$ cat config.mk
export PLATFORM = sky130hd
export DESIGN_NAME = card_dealer
export DESIGN_NICKNAME = d
export VERILOG_FILES = /design/src/rtl/blackjack_pkg.sv /design/src/rtl/card_lfsr.sv /design/src/rtl/card_dealer.sv
export SDC_FILE = /design/constraint.sdc
export NUM_CORES = 1
export LEC_CHECK = 0
export CAP_MARGIN = 20
export CORE_UTILIZATION = 53
export DETAILED_ROUTE_END_ITERATION = 10
export PLACE_DENSITY = 0.75
export SLEW_MARGIN = 0
export SYNTH_ARGS = -nofsm -noshare
export SYNTH_HDL_FRONTEND = slang
export SYNTH_HIERARCHICAL = 1
export SYNTH_SLANG_ARGS = --single-unit
$ cat constraint.sdc
create_clock -name clk -period 3.16 [get_ports clk]
set_clock_uncertainty 0.1 [all_clocks]
set_input_delay 0.316 -clock clk [delete_from_list [all_inputs] [get_ports clk]]
set_output_delay 0.316 -clock clk [all_outputs]
set_load 0.05 [all_outputs]
$ cat src/rtl/blackjack_pkg.sv
// Shared constants, state encoding and card decode for the blackjack card dealer.
package blackjack_pkg;

    localparam int DECK_SIZE      = 52;
    localparam int RANKS_PER_SUIT = 13;

    // Fibonacci LFSR feedback taps (shift-left register)
    localparam int LFSR_TAP_A = 15;
    localparam int LFSR_TAP_B = 13;
    localparam int LFSR_TAP_C = 12;
    localparam int LFSR_TAP_D = 10;

    localparam logic [3:0] RANK_ACE   = 4'd1;
    localparam logic [3:0] RANK_JACK  = 4'd11;
    localparam logic [3:0] RANK_QUEEN = 4'd12;
    localparam logic [3:0] RANK_KING  = 4'd13;

    typedef enum logic [1:0] {
        ST_IDLE    = 2'd0,
        ST_PROBE   = 2'd1,
        ST_DELIVER = 2'd2
    } dealer_state_e;

    typedef struct packed {
        logic [3:0] rank;
        logic [1:0] suit;
    } card_t;

    // Deck index 0..51 -> suit = idx/13, rank = idx%13 + 1, done with compares.
    function automatic card_t decode_card(input logic [5:0] idx);
        card_t      c;
        logic [5:0] rem;
        if (idx >= 6'(3 * RANKS_PER_SUIT)) begin
            c.suit = 2'd3;
            rem    = idx - 6'(3 * RANKS_PER_SUIT);
        end else if (idx >= 6'(2 * RANKS_PER_SUIT)) begin
            c.suit = 2'd2;
            rem    = idx - 6'(2 * RANKS_PER_SUIT);
        end else if (idx >= 6'(RANKS_PER_SUIT)) begin
            c.suit = 2'd1;
            rem    = idx - 6'(RANKS_PER_SUIT);
        end else begin
            c.suit = 2'd0;
            rem    = idx;
        end
        c.rank = 4'(rem) + RANK_ACE;
        return c;
    endfunction

endpackage

$ cat src/rtl/card_lfsr.sv
// 16-bit Fibonacci LFSR seeded from the switches, with its low bits folded into a 0..51 deck index.
module card_lfsr
    import blackjack_pkg::*;
#(
    parameter int                         SEED_W   = 6,
    parameter int                         LFSR_W   = 16,
    parameter logic [LFSR_W-SEED_W-1:0]   LFSR_PAD = 10'h2B3
) (
    input  logic              i_clk,
    input  logic              i_rst_n,
    input  logic              i_load,
    input  logic [SEED_W-1:0] i_seed,
    output logic [5:0]        o_idx
);

    logic [LFSR_W-1:0] r_lfsr;
    logic              w_fb;
    logic [5:0]        w_raw;

    assign w_fb = r_lfsr[LFSR_TAP_A] ^ r_lfsr[LFSR_TAP_B] ^ r_lfsr[LFSR_TAP_C] ^ r_lfsr[LFSR_TAP_D];

    always_ff @(posedge i_clk) begin
        if (!i_rst_n || i_load) begin
            r_lfsr <= {i_seed, LFSR_PAD};
        end else begin
            r_lfsr <= {r_lfsr[LFSR_W-2:0], w_fb};
        end
    end

    // 0..63 folds onto 0..51 with a single conditional subtract
    assign w_raw = r_lfsr[5:0];
    assign o_idx = (w_raw >= 6'(DECK_SIZE)) ? (w_raw - 6'(DECK_SIZE)) : w_raw;

endmodule

$ cat src/rtl/card_dealer.sv
// Single-deck card dealer: picks a random unused card per request using an LFSR and linear probing.
// Build option CARD_DEALER_STACKED_DECK_EN deals cards in deck order from a counter instead.
module card_dealer
    import blackjack_pkg::*;
#(
    parameter int                         SEED_W   = 6,
    parameter int                         LFSR_W   = 16,
    parameter logic [LFSR_W-SEED_W-1:0]   LFSR_PAD = 10'h2B3
) (
    input  logic              clk,
    input  logic              rst,
    input  logic              new_deck,
    input  logic [SEED_W-1:0] seed,
    input  logic              deal_req,
    output logic              card_valid,
    output logic [3:0]        card_rank,
    output logic [1:0]        card_suit,
    output logic              busy,
    output logic              deal_err,
    output logic [5:0]        cards_left,
    output logic              deck_empty
);

    localparam logic [1:0] IDLE    = ST_IDLE;
    localparam logic [1:0] PROBE   = ST_PROBE;
    localparam logic [1:0] DELIVER = ST_DELIVER;

    logic [1:0]           r_state;
    logic [DECK_SIZE-1:0] r_used;
    logic [5:0]           r_cards_left;
    logic [5:0]           r_probe;
    logic [3:0]           r_rank;
    logic [1:0]           r_suit;
    logic                 r_valid;
    logic                 r_err;
    logic                 r_busy;
    logic [5:0]           w_lfsr_idx;
    logic [5:0]           w_pick;
    logic                 w_empty;
    card_t                w_card;

    card_lfsr #(
        .SEED_W   (SEED_W),
        .LFSR_W   (LFSR_W),
        .LFSR_PAD (LFSR_PAD)
    ) u_lfsr (
        .i_clk   (clk),
        .i_rst_n (rst),
        .i_load  (new_deck),
        .i_seed  (seed),
        .o_idx   (w_lfsr_idx)
    );

`ifdef CARD_DEALER_STACKED_DECK_EN
    logic [5:0] r_stack_cnt;

    always_ff @(posedge clk) begin
        if (!rst || new_deck) begin
            r_stack_cnt <= '0;
        end else if (r_state == IDLE && deal_req && !w_empty) begin
            r_stack_cnt <= (r_stack_cnt == 6'(DECK_SIZE - 1)) ? 6'd0 : r_stack_cnt + 6'd1;
        end
    end

    assign w_pick = r_stack_cnt;
`else
    assign w_pick = w_lfsr_idx;
`endif

    assign w_empty = (r_cards_left == 6'd0);
    assign w_card  = decode_card(r_probe);

    always_ff @(posedge clk) begin
        if (!rst) begin
            r_state      <= IDLE;
            r_used       <= '0;
            r_cards_left <= 6'(DECK_SIZE);
            r_probe      <= '0;
            r_rank       <= '0;
            r_suit       <= '0;
            r_valid      <= 1'b0;
            r_err        <= 1'b0;
            r_busy       <= 1'b0;
        end else if (new_deck) begin
            // Aborts any deal in flight; card outputs keep the last dealt card
            r_state      <= IDLE;
            r_used       <= '0;
            r_cards_left <= 6'(DECK_SIZE);
            r_valid      <= 1'b0;
            r_err        <= 1'b0;
            r_busy       <= 1'b0;
        end else begin
            r_valid <= 1'b0;
            r_err   <= 1'b0;
            case (r_state)
                IDLE: begin
                    r_busy <= 1'b0;
                    if (deal_req) begin
                        if (w_empty) begin
                            r_err <= 1'b1;
                        end else begin
                            r_probe <= w_pick;
                            r_busy  <= 1'b1;
                            r_state <= PROBE;
                        end
                    end
                end
                PROBE: begin
                    if (!r_used[r_probe]) begin
                        r_used[r_probe] <= 1'b1;
                        r_rank          <= w_card.rank;
                        r_suit          <= w_card.suit;
                        if (!w_empty) begin
                            r_cards_left <= r_cards_left - 6'd1;
                        end
                        r_state <= DELIVER;
                    end else begin
                        r_probe <= (r_probe == 6'(DECK_SIZE - 1)) ? 6'd0 : r_probe + 6'd1;
                    end
                end
                DELIVER: begin
                    r_valid <= 1'b1;
                    r_busy  <= 1'b1;
                    r_state <= IDLE;
                end
                default: begin
                    r_state <= IDLE;
                end
            endcase
        end
    end

    assign card_valid = r_valid;
    assign card_rank  = r_rank;
    assign card_suit  = r_suit;
    assign busy       = r_busy;
    assign deal_err   = r_err;
    assign cards_left = r_cards_left;
    assign deck_empty = w_empty;

endmodule

==> impl_metrics.py, run 1 <==
metrics = {
    "placed_design": {
        "gp_congestion": 0.855,
        "dpl.hpwl_um": 7450,
        "buffer_ports.inserted": 25,
    },
    "synth": {
        "synthArstFlopShare_pct": 0,
        "synth-seq-cells": 91,
        "yosys_warnings": 6,
        "yosysMostFrequentCell": "dfxtp_1",
        "synthCells": 474,
        "synth_area_um2": 4380,
        "synth_area_leaders": "dfxtp_1, mux4_2, nand2_1",
        "yosysTopAreaCellShare_pct": 41.6,
        "ys.flop_type": "dfxtp_1",
        "synth_largest_area_cell": "dfxtp_1",
        "yosysUniqueCellTypes": 62,
        "synth-edff-count": 0,
        "synthTopCellsByCount": "dfxtp_1, nand2_1, o21ai_0",
        "synth_nets": 498,
        "seq_area_frac_synth_pct": 41.6,
        "syn_avg_cell_area_um2": 9.24,
    },
    "global_routing": {
        "antenna_found_initial": 0,
        "grt_pass1_wl_um": 17300,
        "track_usage_pct": 25.6,
        "grt_max_degree": 37,
        "grt_pass1_vias": 3533,
        "overflow": 0,
    },
    "setup_path": {
        "start_kind": "flop",
        "cp_common_cell": "buf_4",
        "cp_num_buf_inv": 2,
        "critPathCaptureType": "flop",
        "required_ns": 3.35,
        "critPathSlowestCell": "mux4_2",
        "path_max_fanout": 10,
        "cp_cell_sequence": "buf_4 -> mux4_2 -> mux2i_1 -> a22oi_2 -> a31oi_4 -> and2_1 -> buf_4 -> nand3_2 -> o21ai_0",
        "criticalPathCategory": "flop to flop",
        "crit_family": "multiplexers",
        "critPathMaxStageDelay_ns": 0.52,
        "critPathArrivalTime_ns": 3.16,
    },
    "run": {
        "maxCapViolCount": 0,
    },
    "cts": {
        "cts_root_buf": "clkbuf_8",
        "clock-sinks": 91,
        "insertion_delay_ns": 0.36,
        "clk_pin_slew_ns": 0.10,
        "clockBufferDepth": 2,
        "cts_setup_buffers": 0,
        "htreeDepth": 3,
        "cts_tree": "yes",
        "numCtsBuffers": 9,
    },
    "detailed_routing": {
        "routed.top_layer": "met4",
        "via_per_inst": 5.99,
        "via_count": 3631,
        "wl_met3_um": 537,
        "post_drt_wl_per_cell_um": 16.9,
        "drt_iter0_markers": 322,
        "wl_met1_um": 4580,
        "antenna_left": 0,
        "drt_wl_total_um": 10200,
        "wl_met2_um": 4840,
        "drtPass1Iterations": 5,
        "drc": 0,
    },
    "finish": {
        "drive_gt1_share_pct": 14.3,
        "areaGrowthSynthToFinish_pct": 13.9,
        "nets": 523,
        "antennaDiodeCount": 0,
        "fillerInstances": 666,
    },
    "floorplanning": {
        "initial_utilization_pct": 55.8,
        "core_area_um2": 7850,
        "ioPinCount": 26,
        "fp.dieW_um": 92.9,
        "dieArea_um2": 8640,
        "die_h_um": 92.9,
        "placementRows": 32,
    },
    "timing": {
        "hold_viol": 0,
        "period_share_pct": 94.2,
        "setup_tns_ns": 0,
        "drv_slew": 0,
        "setup_viol": 0,
        "tightest_slew_ns": 0.719,
        "max_slew_margin_pct": 52.0,
        "fin_crit_ns": 2.98,
        "fmax_mhz": 336,
        "rsz0062_at_grt": "no",
    },
    "run_status": {
        "status": "completed",
    },
    "pwr": {
        "power_uw": 2410,
        "power_leakage_uw": 0.00183,
        "ir_drop_v": 0.000284,
        "powerDensity_nw_per_um2": 482,
    },
    "hold_path": {
        "min_path_type": "flop to flop",
    },
}
metal layers:
metal  up-vias  GRT usage, %
met4         0          10.9
li1       1743             -
met1      1724          34.1
met2       138          41.5
met5         -             0
met3        26          3.45
worst register-to-register path: stages (launching register included):
cell     delay, ns
dfxtp_1       0.49
buf_4         0.27
mux4_2        0.52
mux2i_1       0.23
a22oi_2       0.12
a31oi_4       0.26
and2_1        0.23
buf_4         0.24
nand3_2       0.22
o21ai_0       0.25
placed cells by master (no fill, tap or decap), types with 6 or more instances in the layout:
cell type        synthesis  final
nor3_1                   6      6
ha_1                    14     14
nand2b_1                11     11
o21ai_2                  8      8
mux4_2                  12     12
nand2_1                 70     70
inv_1                   13     13
clkbuf_8                 0     10
o21ai_0                 46     45
buf_4                    5     18
mux2_1                   6      6
a21oi_1                 14     14
mux2i_1                  7      7
or3_1                   16     15
nand3_1                 16     16
clkdlybuf4s50_1          0     25
o21ai_1                  8      9
nor2_1                  18     17
dfxtp_1                 91     91
nor2b_1                  6      6
area by class of cell:
type | instances | area (µm²) | share of cell area, %
multi-input cells | 338 | 2360 | 47.3
flip-flops and latches | 91 | 1820 | 36.5
repair buffers | 44 | 405 | 8.12
clock buffers | 10 | 138 | 2.76
well taps | 102 | 128 | 2.56
clock inverters | 6 | 80.1 | 1.60
inverters | 15 | 56.3 | 1.13
power by group:
part	total, µW	internal (µW)	switching [µW]	leakage (µW)
Clock	846	402	444	0.000107
Combinational	364	141	223	0.000987
Sequential	1200	1170	24.9	0.000739
Total	2410	1720	692	0.00183
final timing paths:
kind / startpoint / to / slack [ns] / cells past startpoint
setup / recovery: r_probe[1] / r_used[6] / 0.18 / 9
hold / removal: u_lfsr/r_lfsr[6] / u_lfsr/r_lfsr[7] / 0.34 / 1
setup reg to reg: r_probe[1] / r_used[6] / 0.18 / 9
hold reg to reg: u_lfsr/r_lfsr[6] / u_lfsr/r_lfsr[7] / 0.34 / 1
what timing repair did:
item / in CTS / in global routing
hold buffers: 0 / 0
setup endpoints to repair: 0 / 5
resized for setup: 0 / 3
metrics by stage:
| step | instance area (µm²) | util (%) | hold slack, ns | setup slack, ns | cells |
|---|---|---|---|---|---|
| after floorplan | 4380 | - | 0.286 | 0.134 | 474 |
| after global placement | 4760 | 60.7 | 0.301 | 0.319 | 590 |
| after detailed placement | 4760 | 60.7 | 0.309 | 0.225 | 590 |
| after CTS | 4980 | 63.5 | 0.346 | 0.195 | 606 |
| after global routing | 4990 | 63.6 | 0.349 | 0.0500 | 606 |
| final | 4990 | 63.6 | 0.338 | 0.184 | 606 |
logic make-up after synthesis:
kind of cell / Yosys count / share of synthesized area (%)
and+or+nand+nor: 174 / 20.6
AOI/OAI and AO/OA: 117 / 18.0
DFF: 91 / 41.6
buffers and inverters: 45 / 4.94
muxes: 25 / 9.31
adders and majority gates: 14 / 4.00
xor gates and xnor gates: 8 / 1.60
registers in the layout (all words and copies together) (netlist names), 2 cells and up:
signal         flops
card_suit          2
r_state            2
card_rank          4
r_used            52
u_lfsr/r_lfsr     16
r_probe            6
cards_left         6
Note: power is estimated with default switching activity, not from simulation.
==> inputs of run 2 (changes only) <==
Settings changed: MAX_ROUTING_LAYER set to met4.
==> impl_metrics.py, run 2 (synthesized netlist as in run 1, its figures left out) <==
metrics = {
    "run_status": {
        "status": "completed",
    },
    "setup_path": {
        "critPathCapture": "card_rank[2]",
        "critPathSlowestCell": "dfxtp_2",
        "r2r-start": "r_probe[1]",
        "required_ns": 3.36,
        "r2r_slack_ns": 0.18,
        "crit_cells": 11,
        "criticalPathCategory": "flop to flop",
        "worstReg2RegEnd": "card_rank[2]",
        "startpoint": "r_probe[1]",
        "path_max_fanout": 10,
        "cp_cell_sequence": "inv_1 -> ha_1 -> nand2b_1 -> a311o_1 -> mux2i_1 -> o221ai_1 -> inv_1 -> ha_1 -> xor2_1 -> or3_1 -> a21oi_1",
        "critPathArrivalTime_ns": 3.18,
        "critPathMaxStageDelay_ns": 0.46,
        "start_kind": "flop",
        "critPathCaptureType": "flop",
        "crit_family": "compound AO/OA/AOI/OAI gates",
        "reg2reg_depth": 11,
        "cp_num_buf_inv": 2,
    },
    "timing": {
        "rsz0062_at_grt": "no",
        "hold_viol": 0,
        "period_share_pct": 94.2,
        "fmax_mhz": 336,
        "fin_crit_ns": 2.98,
        "drv_slew": 0,
        "setup_ws_ns": 0.182,
        "setup_tns_ns": 0,
        "tightest_slew_ns": 0.743,
        "setup_viol": 0,
        "max_slew_margin_pct": 50.4,
    },
    "cts": {
        "clockBufferDepth": 2,
        "cts_root_buf": "clkbuf_8",
        "clk_pin_slew_ns": 0.09,
        "clock-sinks": 91,
        "numCtsBuffers": 9,
        "cts_setup_buffers": 0,
        "insertion_delay_ns": 0.37,
        "htreeDepth": 3,
        "cts_tree": "yes",
    },
    "global_routing": {
        "grt_pass1_wl_um": 17300,
        "grt_pass1_vias": 3430,
        "grt_max_degree": 29,
        "overflow": 0,
        "track_usage_pct": 26.6,
        "antenna_found_initial": 0,
    },
    "detailed_routing": {
        "drt_iter0_markers": 320,
        "post_drt_wl_per_cell_um": 17.5,
        "drt_wl_total_um": 10600,
        "drtPass1Iterations": 5,
        "drc": 0,
        "antenna_left": 0,
        "via_count": 3699,
        "via_per_inst": 6.10,
    },
    "floorplanning": {
        "initial_utilization_pct": 55.8,
        "die_h_um": 92.9,
        "core_area_um2": 7850,
        "dieArea_um2": 8640,
        "placementRows": 32,
        "ioPinCount": 26,
        "fp.dieW_um": 92.9,
    },
    "finish": {
        "nets": 523,
        "largest_reg_flops": 52,
        "final_util_pct": 63.6,
        "areaGrowthSynthToFinish_pct": 13.9,
        "reg_top3": "r_used (52), u_lfsr/r_lfsr (16)",
        "final_cell_mix": "dfxtp_1, nand2_1, o21ai_0",
        "top_register": "r_used",
        "antennaDiodeCount": 0,
        "drive_gt1_share_pct": 14.1,
        "fillerInstances": 648,
        "final_common_cell": "dfxtp_1",
        "stdcell_count": 606,
    },
    "placed_design": {
        "buffer_ports.inserted": 25,
        "dpl.hpwl_um": 7550,
        "gp_congestion": 0.878,
        "place_ws_ns": 0.0525,
        "dp.cells": 590,
    },
    "hold_path": {
        "min_path_type": "flop to flop",
    },
    "pwr": {
        "power_leakage_uw": 0.00183,
        "ir_drop_v": 0.000328,
        "powerDensity_nw_per_um2": 492,
    },
    "run": {
        "maxCapViolCount": 0,
    },
}
[run 2: worst min-delay path by stage]
stage	startpoint	cells past startpoint	slack, ns	to
2_1_floorplan	u_lfsr/r_lfsr[6]	1	0.29	u_lfsr/r_lfsr[7]
3_3_place_gp	u_lfsr/r_lfsr[6]	1	0.30	u_lfsr/r_lfsr[7]
3_5_place_dp	u_lfsr/r_lfsr[6]	1	0.31	u_lfsr/r_lfsr[7]
4_1_cts	u_lfsr/r_lfsr[6]	1	0.34	u_lfsr/r_lfsr[7]
5_1_grt	u_lfsr/r_lfsr[6]	1	0.36	u_lfsr/r_lfsr[7]
6_report	u_lfsr/r_lfsr[6]	1	0.33	u_lfsr/r_lfsr[7]
[run 2: routing by layer]
| layer | routed length [µm] | global-route usage, % | up-vias |
|---|---|---|---|
| li1 | - | - | 1748 |
| met1 | 4740 | 35.6 | 1774 |
| met2 | 5000 | 40.7 | 157 |
| met3 | 734 | 5.67 | 20 |
| met4 | 139 | 7.95 | 0 |
| met5 | 0 | - | - |
[run 2: area by class of cell]
class                   count  area, µm²  share of cell area (%)
flip-flops and latches     91       1820                    36.5
clock buffers              10        128                    2.56
clock inverters             6       96.3                    1.93
inverters                  15       56.3                    1.13
multi-input cells         338       2360                    47.2
repair buffers             44        405                    8.12
well taps                 102        128                    2.56
[run 2: power breakdown]
group / internal (µW) / switching [µW]
combinational: 139 / 219
sequential: 1170 / 29.6
clock: 455 / 441
[run 2: stage by stage]
step	power (µW)	hold slack (ns)	instance area (µm²)
2_1_floorplan	1480	0.286	4380
3_3_place_gp	1570	0.299	4760
3_5_place_dp	1580	0.307	4760
4_1_cts	2460	0.341	4990
5_1_grt	2560	0.361	4990
6_report	2460	0.333	4990
[run 2: what timing repair did]
action,4_1_cts,5_1_grt
endpoints found under the setup margin,0,12
hold buffers,0,0
gates resized for setup,0,2
==> inputs of run 3 (changes only) <==
==> constraint.sdc (replaced) <==
create_clock -name clk -period 2.6 [get_ports clk]
set_clock_uncertainty 0.1 [all_clocks]
set_input_delay 0.52 -clock clk [delete_from_list [all_inputs] [get_ports clk]]
set_output_delay 0.52 -clock clk [all_outputs]
set_load 0.05 [all_outputs]
==> impl_metrics.py, run 3 (synthesized netlist as in run 1, its figures left out) <==
metrics = {
    "cts": {
        "clock-sinks": 91,
        "cts_tree": "yes",
        "insertion_delay_ns": 0.36,
        "cts_hold_buf": 0,
        "clockBufferDepth": 2,
        "htreeDepth": 3,
        "clk_pin_slew_ns": 0.09,
        "cts_root_buf": "clkbuf_8",
        "numCtsBuffers": 9,
    },
    "timing": {
        "drv_slew": 0,
        "setup_viol": 2,
        "hold_viol": 0,
        "setup_tns_ns": -0.0112,
        "fmax_mhz": 383,
        "period_share_pct": 100,
        "setup_ws_ns": -0.00990,
        "holdWs_ns": 0.319,
        "fin_crit_ns": 2.61,
        "tightest_slew_ns": 0.601,
        "max_slew_margin_pct": 59.7,
        "rsz0062_at_grt": "yes",
    },
    "detailed_routing": {
        "drt_wl_total_um": 11000,
        "via_count": 3815,
        "post_drt_wl_per_cell_um": 16.8,
        "drtPass1Iterations": 7,
        "antenna_left": 0,
        "via_per_inst": 5.82,
        "drt_iter0_markers": 259,
        "drc": 0,
    },
    "run_status": {
        "status": "finished with violations",
        "violations": "setup timing",
    },
    "finish": {
        "areaGrowthSynthToFinish_pct": 28.4,
        "final_area_um2": 5620,
        "final_cell_mix": "dfxtp_1, nand2_1, buf_4",
        "reg_top3": "r_used (52), u_lfsr/r_lfsr (16)",
        "final_util_pct": 71.7,
        "multi_input_area_um2": 2540,
        "drive_gt1_share_pct": 27.4,
        "fillerInstances": 612,
        "largest_reg_flops": 52,
        "final_common_cell": "dfxtp_1",
        "seqCellArea_um2": 1830,
        "antennaDiodeCount": 0,
        "top_register": "r_used",
        "nets": 573,
    },
    "pwr": {
        "ir_drop_v": 0.000351,
        "pwr-share-clk_pct": 35.0,
        "intPower_uw": 2310,
        "powerDensity_nw_per_um2": 563,
        "p_sw_share_pct": 27.2,
        "seqPwrFrac_pct": 46.2,
        "netSwitchingPower_uw": 859,
        "power_frac_comb_pct": 18.8,
        "power_leakage_uw": 0.00211,
    },
    "setup_path": {
        "required_ns": 2.74,
        "critPathArrivalTime_ns": 2.75,
        "critPathCaptureType": "flop",
        "start_kind": "flop",
        "path_max_fanout": 5,
        "criticalPathCategory": "flop to flop",
    },
    "global_routing": {
        "antenna_found_initial": 0,
        "grt_pass1_vias": 3548,
        "grt_max_degree": 22,
        "overflow": 0,
        "top_usage_layer": "met2",
        "grtUsageMet1_pct": 36.1,
        "grt_use_met2_pct": 41.6,
        "track_usage_pct": 27.1,
        "grt_pass1_wl_um": 17600,
        "met3_usage_pct": 5.25,
    },
    "floorplanning": {
        "placementRows": 32,
        "ioPinCount": 26,
        "core_area_um2": 7850,
        "dieArea_um2": 8640,
        "initial_utilization_pct": 55.8,
        "fp.dieW_um": 92.9,
        "die_h_um": 92.9,
    },
    "hold_path": {
        "min_path_type": "flop to flop",
    },
    "run": {
        "maxCapViolCount": 0,
    },
    "placed_design": {
        "gp_congestion": 0.897,
        "place_ws_ns": -0.166,
        "placed_area_um2": 5000,
        "buffer_ports.inserted": 25,
        "dpl.hpwl_um": 7580,
    },
}
==> run 3: worst paths after layout <==
kind                                       start          endpoint  slack, ns  cells after the start
worst max-delay path                  r_probe[0]        r_probe[1]      -0.01                     10
worst min-delay path            u_lfsr/r_lfsr[8]  u_lfsr/r_lfsr[9]       0.32                      1
worst max register to register        r_probe[0]        r_probe[1]      -0.01                     10
worst min register to register  u_lfsr/r_lfsr[8]  u_lfsr/r_lfsr[9]       0.32                      1
==> run 3: power groups by stage <==
stage          clock, µW  combinational (µW)  sequential [µW]
2_1_floorplan          0                 304             1500
3_3_place_gp           0                 463             1510
3_5_place_dp           0                 465             1510
4_1_cts             1120                 488             1470
5_1_grt             1190                 636             1470
6_report            1110                 594             1460
==> run 3: timing repair <==
action | 4_1_cts | 5_1_grt
endpoints found under the setup margin | 66 | 65
buffers inserted | 3 | 16
pin swaps | 2 | 19
resized for setup | 7 | 61
==> run 3: stage by stage <==
stage | cells | total power [µW]
2_1_floorplan | 474 | 1800
3_3_place_gp | 621 | 1970
3_5_place_dp | 621 | 1970
4_1_cts | 640 | 3080
5_1_grt | 656 | 3290
6_report | 656 | 3160
==> run 3: routing by layer <==
metal | wire length [µm] | vias to the layer above | share of wire [%]
met5 | 0 | - | 0
met4 | 250 | 0 | 2.3
met3 | 504 | 24 | 4.6
met2 | 5230 | 109 | 47
met1 | 5030 | 1837 | 46
li1 | - | 1845 | -
==> run 3: area by class of cell <==
| type | count | area share (%) |
|---|---|---|
| multi-input combinational | 338 | 45.2 |
| sequential | 91 | 32.5 |
| timing repair buffer | 94 | 14.7 |
| clock buffer | 11 | 2.69 |
| tap | 102 | 2.27 |
| clock inverter | 5 | 1.47 |
| inverter | 15 | 1.13 |
==> run 3: critical path: stages (launching register included) <==
cell and delay, ns:
dfxtp_4 0.41, buf_12 0.14, mux4_2 0.50, and3_1 0.22
a311oi_4 0.38, buf_4 0.18, buf_4 0.11, buf_4 0.10
nor3_1 0.05, a21oi_1 0.17, a31oi_1 0.13
